[src/rtl/seq_control_unit_if.sv]
// Handshake/status bundle between the sequencing controller and its datapath/memory.
interface seq_control_unit_if #(
    parameter int unsigned DATA_W = 32
);
    logic              stop;
    logic [DATA_W-1:0] IR_reg;
    logic              mem_ready;
    logic [2:0]        state;
    logic [2:0]        step;
    logic [3:0]        opclass;
    logic              mem_read;
    logic              mem_write;
    logic              IRin;
    logic              run;
    logic              clear;
    logic              done;

    modport master (
        input  stop, IR_reg, mem_ready,
        output state, step, opclass, mem_read, mem_write, IRin, run, clear, done
    );

    modport slave (
        output stop, IR_reg, mem_ready,
        input  state, step, opclass, mem_read, mem_write, IRin, run, clear, done
    );
endinterface

[src/rtl/seq_control_unit.sv]
// Instruction sequencing FSM: fetch (T0-T2) then a class-dependent number of EXEC T-steps.
// Optional macro SEQ_WAIT_EN stretches memory-strobe cycles until mem_ready.
module seq_control_unit #(
    parameter int unsigned DATA_W = 32,
    parameter int unsigned OPC_W  = 5
) (
    input logic                clock,
    input logic                reset,
    seq_control_unit_if.master bus
);

    typedef enum logic [2:0] {
        StReset  = 3'd0,
        StFetch0 = 3'd1,
        StFetch1 = 3'd2,
        StFetch2 = 3'd3,
        StExec   = 3'd4,
        StPause  = 3'd5,
        StHalt   = 3'd6
    } state_e;

    // Class codes as seen on opclass; 0 means nothing latched since reset.
    typedef enum logic [3:0] {
        ClsNone   = 4'd0,
        ClsLd     = 4'd1,
        ClsSt     = 4'd2,
        ClsAlu3   = 4'd3,
        ClsMulDiv = 4'd4,
        ClsUnary  = 4'd5,
        ClsBr     = 4'd6,
        ClsJal    = 4'd7,
        ClsIn     = 4'd8,
        ClsSingle = 4'd9,
        ClsHalt   = 4'd10
    } cls_e;

    function automatic cls_e decode(input logic [31:0] opc);
        cls_e c;
        case (opc) inside
            0:               c = ClsLd;
            2:               c = ClsSt;
            1, [3:14]:       c = ClsAlu3;
            15, 16:          c = ClsMulDiv;
            17, 18:          c = ClsUnary;
            19:              c = ClsBr;
            21:              c = ClsJal;
            22:              c = ClsIn;
            27:              c = ClsHalt;
            default:         c = ClsSingle;
        endcase
        return c;
    endfunction

    // Final EXEC T-step: 3 + step_count - 1.
    function automatic logic [2:0] last_step(input cls_e c);
        logic [2:0] s;
        unique case (c)
            ClsLd:                     s = 3'd7;
            ClsSt, ClsMulDiv, ClsBr:   s = 3'd6;
            ClsAlu3, ClsJal:           s = 3'd5;
            ClsUnary, ClsIn:           s = 3'd4;
            default:                   s = 3'd3;
        endcase
        return s;
    endfunction

    state_e     state_q, state_d;
    logic [2:0] step_q, step_d;
    cls_e       opclass_q, opclass_d;

    logic [OPC_W-1:0] opc;
    logic             mem_ok;
    logic [2:0]       step_out;
    logic             rd, wr, irin, run, clr, dn;

    assign opc = bus.IR_reg[DATA_W-1 -: OPC_W];

`ifdef SEQ_WAIT_EN
    assign mem_ok = bus.mem_ready;
`else
    assign mem_ok = 1'b1;
`endif

    always_comb begin
        state_d   = state_q;
        step_d    = step_q;
        opclass_d = opclass_q;
        step_out  = 3'd0;
        rd        = 1'b0;
        wr        = 1'b0;
        irin      = 1'b0;
        run       = 1'b0;
        clr       = 1'b0;
        dn        = 1'b0;
        unique case (state_q)
            StReset: begin
                clr     = 1'b1;
                state_d = StFetch0;
            end
            StFetch0: begin
                run     = 1'b1;
                state_d = StFetch1;
            end
            StFetch1: begin
                run      = 1'b1;
                step_out = 3'd1;
                rd       = 1'b1;
                if (mem_ok) state_d = StFetch2;
            end
            StFetch2: begin
                run       = 1'b1;
                step_out  = 3'd2;
                irin      = 1'b1;
                state_d   = StExec;
                step_d    = 3'd3;
                opclass_d = decode(32'(opc));
            end
            StExec: begin
                run      = 1'b1;
                step_out = step_q;
                rd       = (opclass_q == ClsLd) && (step_q == 3'd5);
                wr       = (opclass_q == ClsSt) && (step_q == 3'd6);
                // A stalled strobe holds everything, including a pending done.
                if (!((rd || wr) && !mem_ok)) begin
                    if (step_q == last_step(opclass_q)) begin
                        dn = 1'b1;
                        if (opclass_q == ClsHalt) state_d = StHalt;
                        else if (bus.stop)        state_d = StPause;
                        else                      state_d = StFetch0;
                    end else begin
                        step_d = step_q + 3'd1;
                    end
                end
            end
            StPause: begin
                if (!bus.stop) state_d = StFetch0;
            end
            StHalt: begin
                state_d = StHalt;
            end
            default: begin
                state_d = StReset;
            end
        endcase
    end

    always_ff @(posedge clock) begin
        if (reset) begin
            state_q   <= StReset;
            step_q    <= 3'd0;
            opclass_q <= ClsNone;
        end else begin
            state_q   <= state_d;
            step_q    <= step_d;
            opclass_q <= opclass_d;
        end
    end

    assign bus.state     = state_q;
    assign bus.step      = step_out;
    assign bus.opclass   = opclass_q;
    assign bus.mem_read  = rd;
    assign bus.mem_write = wr;
    assign bus.IRin      = irin;
    assign bus.run       = run;
    assign bus.clear     = clr;
    assign bus.done      = dn;

endmodule

[src/flat_wrapper.sv]
// flat-port wrapper written by rule: the top's interface ports become plain ports
module seq_control_unit_flat 
#(
    parameter int unsigned DATA_W = 32,
    parameter int unsigned OPC_W  = 5
)
  (clock, reset, bus_stop, bus_IR_reg, bus_mem_ready, bus_state, bus_step, bus_opclass, bus_mem_read, bus_mem_write, bus_IRin, bus_run, bus_clear, bus_done);
  seq_control_unit_if #(.DATA_W(DATA_W)) bus_i ();
  input logic clock;
  input logic reset;
  input wire logic [$bits(bus_i.stop)-1:0] bus_stop;
  input wire logic [$bits(bus_i.IR_reg)-1:0] bus_IR_reg;
  input wire logic [$bits(bus_i.mem_ready)-1:0] bus_mem_ready;
  output wire logic [$bits(bus_i.state)-1:0] bus_state;
  output wire logic [$bits(bus_i.step)-1:0] bus_step;
  output wire logic [$bits(bus_i.opclass)-1:0] bus_opclass;
  output wire logic [$bits(bus_i.mem_read)-1:0] bus_mem_read;
  output wire logic [$bits(bus_i.mem_write)-1:0] bus_mem_write;
  output wire logic [$bits(bus_i.IRin)-1:0] bus_IRin;
  output wire logic [$bits(bus_i.run)-1:0] bus_run;
  output wire logic [$bits(bus_i.clear)-1:0] bus_clear;
  output wire logic [$bits(bus_i.done)-1:0] bus_done;
  assign bus_i.stop = bus_stop;
  assign bus_i.IR_reg = bus_IR_reg;
  assign bus_i.mem_ready = bus_mem_ready;
  assign bus_state = bus_i.state;
  assign bus_step = bus_i.step;
  assign bus_opclass = bus_i.opclass;
  assign bus_mem_read = bus_i.mem_read;
  assign bus_mem_write = bus_i.mem_write;
  assign bus_IRin = bus_i.IRin;
  assign bus_run = bus_i.run;
  assign bus_clear = bus_i.clear;
  assign bus_done = bus_i.done;
  seq_control_unit #(.DATA_W(DATA_W), .OPC_W(OPC_W)) u_core (.clock(clock), .reset(reset), .bus(bus_i));
endmodule
[config.mk]
export PLATFORM = sky130hd
export DESIGN_NAME = seq_control_unit_flat
export DESIGN_NICKNAME = d
export VERILOG_FILES = /design/src/rtl/seq_control_unit_if.sv /design/src/rtl/seq_control_unit.sv /design/src/flat_wrapper.sv
export SDC_FILE = /design/constraint.sdc
export NUM_CORES = 1
export LEC_CHECK = 0
export BUFFER_PORTS_ARGS = -buffer_cell sky130_fd_sc_hd__buf_2
export CAP_MARGIN = 40
export CORE_MARGIN = 8
export CORE_UTILIZATION = 46
export DETAILED_ROUTE_END_ITERATION = 8
export PLACE_DENSITY = 0.82
export REMOVE_ABC_BUFFERS = 1
export SYNTH_ARGS = -nofsm -noshare
export SYNTH_HDL_FRONTEND = slang
export SYNTH_SLANG_ARGS = --single-unit
[constraint.sdc]
create_clock -name clock -period 2.2 [get_ports clock]
set_input_delay 0.11 -clock clock [delete_from_list [all_inputs] [get_ports clock]]
set_output_delay 0.11 -clock clock [all_outputs]
set_load 0.05 [all_outputs]
Yosys cells after proc, flatten, opt, wreduce, memory -nomap -nowiden

Memories as Yosys holds them, arrays and structs flattened. A register that Yosys moved wholly into a read port is not among the register bits.
Cells that the tools add are included.

Memories kept: 1
Output and inout bits: 16
Register bits after elaboration: 10
Bits in read-only memories: 48

Memory list:

| memory          | depth | bits a word | rd ports | clocked after Yosys merged registers in | wr ports | RTL line               | source |
|---|---|---|---|---|---|---|---|
| (no name shown) | 16    | 3           | 1        | 1                                       | 0        | seq_control_unit.sv:57 | `unique case (c)` |

Add/subtract/negate cells: 1
Reduce and logical (&&, ||, !) cells: 12
$lt $le $gt $ge: 2
Equal/unequal tests: 25
Muxes and demuxes: 27

Operators by type and width:

| kind                                                                   | count |
|---|---|
| 4-bit 2-to-1 mux                                                       | 10 |
| 5-bit equality test (second input constant)                            | 7 |
| 3-bit case mux with 7 select lines                                     | 1 |
| 3-bit 2-to-1 mux                                                       | 6 |
| 3-bit equality test (second input constant)                            | 5 |
| 3-bit case mux with 3 select lines                                     | 1 |
| 3-bit by 2-bit equality test with 1-bit output (second input constant) | 2 |
| 1-bit 2-to-1 mux                                                       | 6 |
| 3-bit case mux with 2 select lines                                     | 1 |
| 2-bit OR reduction                                                     | 3 |
| 5-bit by 1-bit equality test with 1-bit output (second input constant) | 1 |
| 5-bit by 2-bit equality test with 1-bit output (second input constant) | 1 |
| 5-bit by 4-bit equality test with 1-bit output (second input constant) | 1 |
| 5-bit by 2-bit >= comparator with 1-bit output (second input constant) | 1 |
| 5-bit by 4-bit <= comparator with 1-bit output (second input constant) | 1 |
| 5-bit logical NOT                                                      | 1 |
| 4-bit by 1-bit equality test with 1-bit output (second input constant) | 1 |
| 4-bit by 2-bit equality test with 1-bit output (second input constant) | 1 |
| 4-bit equality test (second input constant)                            | 1 |
| 2-bit != test (second input constant)                                  | 2 |
| 2-bit AND reduction                                                    | 2 |
| 4-bit OR reduction                                                     | 1 |
| 3-bit by 1-bit adder with 3-bit output (second input constant)         | 1 |
| 3-bit by 1-bit equality test with 1-bit output (second input constant) | 1 |
| 7 further kinds                                                        | 9 |

Depth between registers and ports, before layout

Depth in word-level cells: 12
Gate-level depth with buffers: 8
Depth with buffers taken out: 7

Least setup slack after synthesis

No wires, ideal clock.

Path type: register -> output
Start point: register u_core.state_q[2] (netlist: u_core.bus.state[2])
End point: output bus_mem_read
Data required time: 2.090 ns
Setup slack: -0.705 ns
Data arrival time: 2.795 ns
Buffers on the path: 1
Stages on the path, launching flop included: 6
Path through: dfxtp_1 -> buf_2 -> nor2b_1 -> nand3b_1 -> or3_1 -> o32ai_1

Word-level cells in the longest chain between the ends: 2
Elaborated cells on any way between the ends: 3

Ends and longest elaborated chain:

| item                                                                                  | RTL line                | source |
|---|---|---|
| from (decl)                                                                           | seq_control_unit.sv:67  | `state_e state_q, state_d;` |
| from (signal assigned)                                                                | seq_control_unit.sv:149 | `state_q <= StReset;` |
| from (signal assigned)                                                                | seq_control_unit.sv:153 | `state_q <= state_d;` |
| 3-bit equality test or 3-bit by 2-bit equality test with 1-bit output (tied branches) | seq_control_unit.sv:95  | `unique case (state_q)` |
| 1-bit case mux with 2 select lines *                                                  | seq_control_unit.sv:95  |  |
| to (decl)                                                                             | flat_wrapper.sv:17      | `output wire logic [$bits(bus_i.mem_read)-1:0] bus_mem_read;` |

Mark *: on every way between the ends. The rest lies on a longest branch, timed or not.

Worst setup path after layout

Start point: register u_core.state_q[1] (netlist: u_core.bus.state[1])
End point: output bus_mem_read

The elaborated chain is that of the path after synthesis.

==> results.toml <==
[status]
run_status = "completed"

[final_layout]
mostFrequentLayoutCells = "buf_2, dfxtp_1, nand2_1, nor2_1, a21oi_1"
drive_gt1_frac = 0.286
finish.net_count = 173
antenna_cells = 0
final_cells = 160
fillers = 184
mostFrequentLayoutCell = "buf_2"
areaGrowthSynthToFinish_pct = 18.2

[setup_path]
crit_path_start = "u_core.bus.state[1]$_SDFFE_PP0P_"
max_stage_delay_ns = 0.43
cp_data_required_time_ns = 2.09
cp_max_fo = 10
crit_family = "simple AND/OR/NAND/NOR gates"
cp_slowest_cell = "dfxtp_1"
crit_chain = "nor2b_2 > nand3b_1 > or3_1 > o32ai_1 > buf_4"
rr_startpoint = "u_core.bus.state[0]$_SDFFE_PP0P_"
critPathKind = "flop to output pin"
path_buf_inv = 1
worst_setup_path_start_kind = "flop"
worst_setup_path_end_kind = "output pin"
arrival_ns = 1.93

[power]
p_leak_nw = 0.460
powerDensity_nw_per_um2 = 589
max-vdd-ir-drop_v = 0.000246
finalPower_mw = 0.622

[clock_network]
cts_made_buffers = 3
clock_latency_ns = 0.26
root_buffer = "clkbuf_4"
tritoncts = "built"
htree_levels = 1
cts_setup_buffers = 0
cts_buffer_depth = 2
cts.sinks = 13
path_clk_slew_ns = 0.07

[placed_design]
place_congestion = 0.937
place_hpwl_mm = 1.66
place_inst = 156
io_buffers = 23

[floorplan]
die-area_um2 = 3610
fp.dieH_um = 60.1
row_count = 16
start_util = 0.470
ios = 52
core_um2 = 1900
die_w_um = 60.1

[sta]
finClkSkew_ns = 0.00178
worstMarginPinSlew_ns = 0.430
slew_violations = 0
max_freq_mhz = 491
relSlewSlack = 0.713
post-route-period-util = 0.926
rsz0062_at_grt = "no"
finalSetupViolCount = 0
hold_viol_final = 0
period_minus_slack_ns = 2.04

[synthesis]
muxShareOfSynthArea = 0.0560
ys_seq_elements = 13
synth_cells = 110
synth.top_cells.by_area = "dfxtp_1, mux2i_1, nand2_1, a21oi_1, ha_1"
synth_edf_count = 0
yosys_warnings = 0
synth.cell_area_um2 = 893
synth_ff_type = "dfxtp_1"
synth_xor_area_frac = 0.0588
synth_top_area_share = 0.291
syn-mean-instance-area_um2 = 8.12
synth_area_leader_cell = "dfxtp_1"
synth-compound-area-share = 0.196
synthDistinctLibCells = 36
synth_top_family_by_area = "simple AND/OR/NAND/NOR gates"
synth-simple-area-share = 0.290
synth_adder_area_share = 0.0420
async_flop_share = 0
ys_seq_area_frac = 0.291

[routing]
wirelength_mm = 2.01
first_pass_iters = 4
vias_per_cell = 5.17
final_antenna_net_count = 0
remaining_drc_errors = 0
vias = 827
initialDrtViolationCount = 13
routedWlPerCell_um = 12.6

[hold_path]
worstHoldStart = "bus_stop"
min_path_type = "input port to flop"

[global_routing]
grt_max_degree = 13
overflow = 0
grt_pass1_vias = 808
grt_antenna_before_repair = 0
grt_first_pass_wirelength_mm = 3.51
track_usage = 0.125

[flow_run]
maxCapViolCount = 0
[synthesized netlist by cell type (all sizes together) (2+ instances only)]
master  count
nand2      11
inv         7
nand3       2
ha          3
dfxtp      13
nor4        2
nor2b       4
buf         6
nor2        9
or3         2
nand3b      3
a21oi      11
xnor2       2
a211oi      3
xor2        4
mux2i       5
o21ai       4
nand2b      3
nor3        6
[cell families (layout without fill, tap and decap cells)]
| logic type | count (synthesis) | in the layout |
|---|---|---|
| buffers and inverters | 13 | 36 |
| adder cells (fa/ha/maj) | 3 | 3 |
| XOR/XNOR | 6 | 6 |
| AO/OA/AOI/OAI | 24 | 24 |
| flip-flops | 13 | 13 |
| AND/OR/NAND/NOR | 46 | 46 |
| multiplexers | 5 | 5 |
[cell type report]
| class | instances | area (µm²) | share of cell area |
|---|---|---|---|
| inverter | 7 | 26.3 | 0.0249 |
| clock buffer | 4 | 26.3 | 0.0249 |
| tap | 27 | 33.8 | 0.0320 |
| multi-input combinational | 84 | 577 | 0.546 |
| timing repair buffer | 25 | 133 | 0.126 |
| sequential | 13 | 260 | 0.246 |
[final timing paths]
path	endpoint	slack [ns]	depth (start not counted)
min reg2reg	u_core.bus.opclass[0]$_SDFFE_PP0P_	0.57	2
max reg2reg	flop	0.44	7
min	u_core.bus.state[2]$_SDFFE_PP0P_	0.18	3
max	bus_mem_read	0.16	5
[per-stage QoR]
stage / setup WS, ns / instance area [µm²] / setup TNS (ns) / hold slack [ns] / utilization
2_1_floorplan: -0.645 / 861 / -0.694 / 0.179 / -
6_report: 0.163 / 1060 / 0 / 0.181 / 0.555
4_1_cts: 0.0641 / 1050 / 0 / 0.172 / 0.553
5_1_grt: 0.0205 / 1060 / 0 / 0.210 / 0.555
3_5_place_dp: 0.381 / 1020 / 0 / 0.458 / 0.539
3_3_place_gp: 0.392 / 1020 / 0 / 0.446 / 0.539
[repair_timing]
| item | 4_1_cts | 5_1_grt |
|---|---|---|
| setup endpoints to repair | 0 | 1 |
| resized for setup | 0 | 3 |
| hold buffers | 0 | 0 |
[power by group]
part / switching (mW) / internal [mW]
Combinational: 0.140 / 0.0649
Sequential: 0.0245 / 0.252
Clock: 0.0703 / 0.0701
[worst reg2reg max path, delay by kind of cell (launching register included)]
family,cells,cell delay (ns)
AOI/OAI and AO/OA,1,0.34
and+or+nand+nor,2,0.28
buffers and inverters,2,0.23
muxes,2,0.20
DFF,1,0.59
[metal layers]
layer	global-route usage	vias up	share of wire
li1	-	428	-
met1	0.146	374	0.44
met2	0.211	23	0.48
met3	0.0194	2	0.069
met4	0.0714	0	0.011
met5	0	-	0
(Power assumes the default switching activity.)
